### src/rtl/zx_mem_arbiter.sv
// zx_mem_arbiter
// Shares one single-port 8-bit RAM between the Z80 CPU bus (tv80n-style
// strobes) and the video fetcher. Video has priority, but a starvation
// limit bounds it. The CPU is held off through cpu_wait_n until its
// access has completed. Each mreq assertion makes exactly one RAM access.
//
// Parameters
//   MEM_LAT     clocks the mem_oe/mem_we strobe is held per access (1..7)
//   STARVE_MAX  video grants allowed while a CPU access waits (1..15)
//
// Ports
//   clk, reset_n                    clock, async active-low reset
//   cpu_mreq_n/rd_n/wr_n/rfsh_n     Z80 bus strobes (active low)
//   cpu_a, cpu_dout                 CPU address / write data
//   cpu_di, cpu_wait_n              CPU read data (registered), stall
//   vid_req, vid_addr               video fetch request / address
//   vid_ack, vid_data               video 1-clock ack / read data
//   mem_addr, mem_dout, mem_din     RAM address, write data, read data
//   mem_oe, mem_we                  RAM output enable / write enable
module zx_mem_arbiter #(
    parameter int MEM_LAT    = 2,
    parameter int STARVE_MAX = 4
) (
    input  logic        clk,
    input  logic        reset_n,
    input  logic        cpu_mreq_n,
    input  logic        cpu_rd_n,
    input  logic        cpu_wr_n,
    input  logic        cpu_rfsh_n,
    input  logic [15:0] cpu_a,
    input  logic [7:0]  cpu_dout,
    output logic [7:0]  cpu_di,
    output logic        cpu_wait_n,
    input  logic        vid_req,
    input  logic [15:0] vid_addr,
    output logic        vid_ack,
    output logic [7:0]  vid_data,
    output logic [15:0] mem_addr,
    output logic [7:0]  mem_dout,
    input  logic [7:0]  mem_din,
    output logic        mem_oe,
    output logic        mem_we
);

    typedef enum logic [1:0] {IDLE, VID, CPU} state_t;

    localparam logic [2:0] LAST_CNT   = 3'(MEM_LAT - 1);
    localparam logic [3:0] STREAK_MAX = 4'(STARVE_MAX);

    state_t     state;
    logic [2:0] cnt;
    logic [3:0] streak;
    logic       cpu_done;
    logic       cpu_aborted;
    logic       cur_write;
    logic       cpu_req;
    logic       cpu_pending;

    // Refresh cycles look like memory requests on the Z80 bus but are
    // never serviced.
    assign cpu_req     = ~cpu_mreq_n & cpu_rfsh_n & (~cpu_rd_n | ~cpu_wr_n);
    assign cpu_pending = cpu_req & ~cpu_done;

    // Gated by reset_n so the CPU is never stalled while reset is held.
    assign cpu_wait_n  = ~(reset_n & cpu_pending);

    always_ff @(posedge clk or negedge reset_n) begin
        if (!reset_n) begin
            state       <= IDLE;
            cnt         <= '0;
            streak      <= '0;
            cpu_done    <= 1'b0;
            cpu_aborted <= 1'b0;
            cur_write   <= 1'b0;
            cpu_di      <= '0;
            vid_ack     <= 1'b0;
            vid_data    <= '0;
            mem_addr    <= '0;
            mem_dout    <= '0;
            mem_oe      <= 1'b0;
            mem_we      <= 1'b0;
        end else begin
            vid_ack <= 1'b0;
            if (cpu_mreq_n) begin
                cpu_done <= 1'b0;
            end

            case (state)
                IDLE: begin
                    if (cpu_pending && (!vid_req || streak == STREAK_MAX)) begin
                        state       <= CPU;
                        mem_addr    <= cpu_a;
                        cnt         <= '0;
                        streak      <= '0;
                        cpu_aborted <= 1'b0;
                        // Write wins when both strobes are low.
                        if (!cpu_wr_n) begin
                            cur_write <= 1'b1;
                            mem_dout  <= cpu_dout;
                            mem_we    <= 1'b1;
                        end else begin
                            cur_write <= 1'b0;
                            mem_oe    <= 1'b1;
                        end
                    end else if (vid_req) begin
                        state    <= VID;
                        mem_addr <= vid_addr;
                        mem_oe   <= 1'b1;
                        cnt      <= '0;
                        if (!cpu_pending) begin
                            streak <= '0;
                        end else if (streak != STREAK_MAX) begin
                            streak <= streak + 4'd1;
                        end
                    end else begin
                        streak <= '0;
                    end
                end

                VID: begin
                    cnt <= cnt + 3'd1;
                    if (cnt == LAST_CNT) begin
                        mem_oe   <= 1'b0;
                        vid_data <= mem_din;
                        vid_ack  <= 1'b1;
                        state    <= IDLE;
                    end
                end

                CPU: begin
                    cnt <= cnt + 3'd1;
                    // Remember an mreq release mid-access so a new request
                    // raised before completion never receives this result.
                    if (cpu_mreq_n) begin
                        cpu_aborted <= 1'b1;
                    end
                    if (cnt == LAST_CNT) begin
                        mem_oe <= 1'b0;
                        mem_we <= 1'b0;
                        state  <= IDLE;
                        if (!cpu_aborted && !cpu_mreq_n) begin
                            cpu_done <= 1'b1;
                            if (!cur_write) begin
                                cpu_di <= mem_din;
                            end
                        end
                    end
                end

                default: begin
                    state  <= IDLE;
                    mem_oe <= 1'b0;
                    mem_we <= 1'b0;
                end
            endcase
        end
    end

endmodule
### config.mk
export PLATFORM = sky130hd
export DESIGN_NAME = zx_mem_arbiter
export DESIGN_NICKNAME = d
export VERILOG_FILES = /design/src/rtl/zx_mem_arbiter.sv
export SDC_FILE = /design/constraint.sdc
export NUM_CORES = 1
export LEC_CHECK = 0
export CAP_MARGIN = 15
export CORE_MARGIN = 8
export CORE_UTILIZATION = 45
export CTS_BUF_LIST = sky130_fd_sc_hd__clkbuf_4 sky130_fd_sc_hd__clkbuf_8
export CTS_CLUSTER_DIAMETER = 40
export DETAILED_ROUTE_END_ITERATION = 8
export PLACE_DENSITY = 0.8
export SLEW_MARGIN = 20
export SYNTH_ARGS = -nofsm -noshare
export SYNTH_HDL_FRONTEND = slang
export SYNTH_SLANG_ARGS = --single-unit
### constraint.sdc
create_clock -name clk -period 2.2 [get_ports clk]
set_clock_uncertainty 0.05 [all_clocks]
set_input_delay 0.33 -clock clk [delete_from_list [all_inputs] [get_ports clk]]
set_output_delay 0.33 -clock clk [all_outputs]
set_load 0.01 [all_outputs]
# ---- After elaboration in Yosys (flattened, before gate mapping)
# Cells that the tools add are included.
dict set report word_totals {
  latchBits 0
  in_bits 55
  mem_bits_ro 0
  ff_bits 55
  memories 0
  wordCells 93
  ramBits 0
}
dict set report classes {
  magnitude_cmp 0
  eq_ne 13
  n_div 0
  mul 0
  n_reduce_logical 22
  n_addsub 2
  mux 31
  shifts 0
  n_bitwise 12
}
# cell count
set op_table {}
lappend op_table {{2-to-1 mux 16 bit} 2}
lappend op_table {{2-to-1 mux 4 bit} 4}
lappend op_table {{2-to-1 mux 1 bit} 15}
lappend op_table {{AND reduction 2 bit} 6}
lappend op_table {{AND reduction 3 bit} 3}
lappend op_table {{!= test 2 bit (second input constant)} 4}
lappend op_table {{AND reduction 4 bit} 2}
lappend op_table {{inverter 1 bit} 7}
lappend op_table {{2-to-1 mux 2 bit} 3}
lappend op_table {{2-to-1 mux 3 bit} 2}
lappend op_table {{!= test 3 bit (second input constant)} 2}
lappend op_table {{case mux 3 bit (2 select lines)} 1}
lappend op_table {{nonzero test 2 bit} 3}
lappend op_table {{adder 4 x 1 -> 4 bit (second input constant)} 1}
lappend op_table {{bitwise AND 1 bit} 4}
lappend op_table {{equality test 4 x 3 -> 1 bit (second input constant)} 1}
lappend op_table {{!= test 4 x 2 -> 1 bit (second input constant)} 1}
lappend op_table {{!= test 4 x 3 -> 1 bit (second input constant)} 1}
lappend op_table {{case mux 1 bit (2 select lines)} 2}
lappend op_table {{case mux 2 bit (2 select lines)} 1}
lappend op_table {{adder 3 x 1 -> 3 bit (second input constant)} 1}
lappend op_table {{equality test 3 x 1 -> 1 bit (second input constant)} 1}
lappend op_table {{logical NOT 1 bit} 3}
lappend op_table {{case mux 1 bit (3 select lines)} 1}
lappend op_table {{other kinds (8)} 9}

# ---- Logic depth before layout (Yosys ltp)
dict set report depth {
  word_depth 7
  mapped_depth 7
  mapped_depth_nobuf 6
}

# ---- Least setup slack after synthesis
# OpenSTA, ideal clock, no wires.
dict set report synth_timing {
  kind {register to register}
  startpoint {register state[0]}
  endpoint {register mem_dout[0]}
  arrival_ns 1.707
  t_required_ns 2.025
  path_stages_with_launch 7
  setup_time_ns 0.125
  setup_slack_ns 0.318
  cell_sequence {dfrtp_1 inv_1 ha_1 inv_2 a2111o_1 buf_6 mux2_4}
}
dict set report synth_via {
  elab_chain_cells 2
}
# element line
set synth_lines {}
lappend synth_lines {{start: declaration} 50} ;# state_t state;
lappend synth_lines {{start signal: assignment} 69} ;# state <= IDLE;
lappend synth_lines {{start signal: assignment} 91} ;# state <= CPU;
lappend synth_lines {{start signal: assignment} 106} ;# state <= VID;
lappend synth_lines {{logical NOT 2 bit} 88} ;# case (state)
lappend synth_lines {{AND reduction 3 bit (no source line)} -}
lappend synth_lines {{end signal: assignment} 99} ;# mem_dout <= cpu_dout;
lappend synth_lines {{end: declaration} 39} ;# output logic [7:0] mem_dout,
# No other way between the ends.
# A chain may end at the register's enable or synchronous reset.

# ---- Final worst setup path
dict set report layout_timing {
  startpoint {input port cpu_rfsh_n}
  endpoint {output port cpu_wait_n}
}
dict set report layout_via {
  elab_chain_cells 5
}
# element line
set layout_lines {}
lappend layout_lines {{start: declaration} 29} ;# input logic cpu_rfsh_n,
lappend layout_lines {{bitwise AND 1 bit (2 in series)} 61} ;# assign cpu_req = ~cpu_mreq_n & cpu_rfsh_n & (~cpu_rd_n | ~cpu_wr_n);
lappend layout_lines {{bitwise AND 1 bit} 62} ;# assign cpu_pending = cpu_req & ~cpu_done;
lappend layout_lines {{bitwise AND 1 bit} 65} ;# assign cpu_wait_n = ~(reset_n & cpu_pending);
lappend layout_lines {{inverter 1 bit} 65}
lappend layout_lines {{end: declaration} 33} ;# output logic cpu_wait_n,
# No other way between the ends.

==> impl_results.md <==
* TritonCTS clock tree: yes
* RePlAce Congestion at 0.8361
* Root buffer cell: sky130_fd_sc_hd__clkbuf_8
* Placed Cells at 385
* Net count of the finished layout at roughly 380
* Most frequent standard cell in the layout excluding fill and tap cells: sky130_fd_sc_hd__clkdlybuf4s50_1
* Count of yosys warnings during synthesis at 0
* Worst-Margin Slew at just under 0.7 ns
* First-pass GRT wire length at between 10000 and 15000 um
* Average wire length per cell after detail routing at ~16 um
* Number of buffer cells added on primary ports at 98
* Count of final setup violators at 0
* Remaining routing DRC violations at 0
* Fraction of registers with async set/reset at 100.0%
* Share of final-layout standard cells stronger than drive strength 1 at 16.20%
* Number of core rows at 27
* Number of max-cap violations at 0
* Number of failing hold endpoints at the final stage at 0
* Cts bufs inserted at 5
* Number of antenna-violating nets in the routed design at 0
* Post-Syn Instances at between 200 and 250
* Number of enable flip-flop cells after synthesis at 0
* Mean area per synthesized cell at around 12 um^2
* Finished Core Util at 69.48%
* Result of the run: completed
* P&R area growth vs syn at 49.26%
* VDD IR max at 642.3 uV
* Number of unique standard cell types used by synthesis at 37
* Critical-path cell list: clkdlybuf4s50_1 > or3b_4 > nor2_2 > nand2_1 > dlygate4sd2_1
* Clock transition at the registers of the reported paths at ~0.1 ns
* RSZ-0062 raised after global routing: no
* Initial DRC count at between 50 and 60
* Post-CTS repair timing setup buffer count at 0
* Largest net degree at the start of global routing at 56
* Number of global-route vias before repair at 2178
* Placement Setup Slack at -0.07079 ns
* Crit-path slowest cell: sky130_fd_sc_hd__clkdlybuf4s50_1
* Remaining global-route overflow at 0
* DR pass1 iterations at 6
* Clk sinks at 55
* Register area share after synthesis at a little over half
* Number of antenna diodes at 0
* Endpoint arrival time on the critical path at approximately 1.7 ns
* Via density per instance at a little over 5
* Critical path required time at around 1.8 ns
* Synth Flop Type: sky130_fd_sc_hd__dfrtp_1
* Maximum fanout along the worst path at 3
* Drt total wl at 6227 um
* Leakage at 1.775 nW
* Peak per-stage delay on the critical path at around 0.46 ns
* Die outline area at roughly 8300 um^2
* Die extent in x at a little over 90 um
* DP Area at between 3000 and 4000 um^2
* Worst hold slack at 0.09525 ns
* Core footprint at 5473 um^2
* Register bit total from synthesis at between 50 and 60
* Critical path start-end classification: primary input to output port
* Maximum buffer depth of the clock tree at 2
* Io pins at 99
* Kind of end point of the critical path: output port
* Quantity of hold-fixing buffers added after cts at 0
* Overall global routing resource usage at 15.01%
* Pwr dens at roughly 1200 nW/um^2
* Initial antenna violation count at 0
* Count of instances resized after the clock tree is built at 2
* Hold WC Path Type: primary input to asynchronous set/reset pin
* Commonest cells after routing, fill and taps aside: sky130_fd_sc_hd__clkdlybuf4s50_1 (96), sky130_fd_sc_hd__dfrtp_1 (55), sky130_fd_sc_hd__nor2_1 (21)
* Post-layout minimum cycle time at just over 2 ns
* Synthesized cell area at around 2500 um^2
* Layout Cells excl Fill at between 300 and 400
* Htree depth at 2
* Headroom to the max-slew limit at ~54%
* Maximum clock frequency at 489.9 MHz
* Detailed-route via count at slightly below 2k
* Initial Util at between 40% and 50%
* Final WS setup at 0.1589 ns
* Finished Cell Area at roughly 3800 um^2
* # fillers at ~430
* Synthesized net count at about 270
* Clock latency reported for the late side of the worst-skew pair at roughly 0.30 ns
* Post-detailed-placement half-perimeter wirelength at between 4000 and 5000 um
* Die extent in y at between 90 and 100 um
* Total count of max-transition violations in the final report at 0
* Startpoint type of the worst setup path: primary input
* Share of the clock period used by the worst path at between 90 and 100%
==> critical path, delay by kind of cell <==
| kind | cells | cell delay (ns) |
|---|---|---|
| buffers and inverters | 2 | 0.73 |
| AND/OR/NAND/NOR | 3 | 0.59 |
==> flip-flops by register name, summed over array words and instances (netlist names) <==
| register | cells |
|---|---|
| cpu_di | 8 |
| streak | 4 |
| vid_ack | 1 |
| vid_data | 8 |
| mem_dout | 8 |
| mem_oe | 1 |
| cpu_done | 1 |
| cnt | 3 |
| cpu_aborted | 1 |
| mem_we | 1 |
| mem_addr | 16 |
| state | 2 |
| cur_write | 1 |
==> final cells by class <==
class	instances	area (um^2)	area share [%]
Clock buffer	6	82.58	2.172
Tap cell	72	90.09	2.369
Multi-Input combinational cell	139	1104	29.02
Clock inverter	2	38.79	1.020
Sequential cell	55	1376	36.20
Timing Repair Buffer	110	1077	28.33
Inverter	9	33.78	0.8884
==> report_power, final <==
part / leakage [nW] / switching, mW / internal [mW]
sequential: 0.676 / 0.228 / 1.43
combinational: 1.04 / 0.910 / 1.22
clock: 0.0618 / 0.333 / 0.375
total: 1.78 / 1.47 / 3.03
==> cell families (layout without fill, tap and decap cells) <==
group / after synthesis / after routing / synth area share, %
flops: 55 / 55 / 54.03
simple gates: 50 / 50 / 9.431
mux: 44 / 44 / 19.65
compound gates: 37 / 37 / 10.22
buf+inv: 15 / 127 / 2.750
fa+ha+maj: 8 / 8 / 3.929
==> cell usage after synthesis, types with 2 or more instances <==
cell,number,area share [%]
sky130_fd_sc_hd__mux2i_1,20,7.9
sky130_fd_sc_hd__a31oi_1,2,0.49
sky130_fd_sc_hd__nand4_1,2,0.49
sky130_fd_sc_hd__nand2b_1,3,0.74
sky130_fd_sc_hd__mux2_2,16,7.1
sky130_fd_sc_hd__dfrtp_1,55,54
sky130_fd_sc_hd__nor2b_1,2,0.49
sky130_fd_sc_hd__nor3b_1,2,0.59
sky130_fd_sc_hd__inv_1,8,1.2
sky130_fd_sc_hd__ha_1,8,3.9
sky130_fd_sc_hd__a21oi_1,20,3.9
sky130_fd_sc_hd__o2bb2ai_1,3,1.0
sky130_fd_sc_hd__nor2_1,22,3.2
sky130_fd_sc_hd__o21ai_0,2,0.39
sky130_fd_sc_hd__mux2_4,8,4.7
sky130_fd_sc_hd__nand2_1,11,1.6
sky130_fd_sc_hd__buf_2,5,0.98
==> final timing paths <==
kind                       startpoint            to  slack (ns)  depth (start not counted)
max                        cpu_rfsh_n    cpu_wait_n        0.16                          5
max in group asynchronous     reset_n   mem_addr[1]        1.53                          2
min reg2reg                 cur_write     cur_write        0.44                          1
min                           reset_n   mem_addr[2]         0.1                          2
max reg2reg                 streak[0]  mem_addr[10]        0.20                          7
min in group clk            cur_write     cur_write        0.44                          1
==> metal layers <==
layer  track usage [%]  up-vias  wire (um)
met3             6.337       11        470
met5                 0        -          0
met1             16.11      962       2484
met2             26.18       53       3174
li1                  -      958          -
met4             4.638        0         97
==> metrics by stage <==
stage	setup TNS (ns)	total power [mW]
after detailed placement	-0.07079	3.820
after global routing	0	4.787
after CTS	0	4.555
after floorplan	0	2.684
after global placement	-0.07358	3.759
final	0	4.497
(Power assumes the default switching activity.)
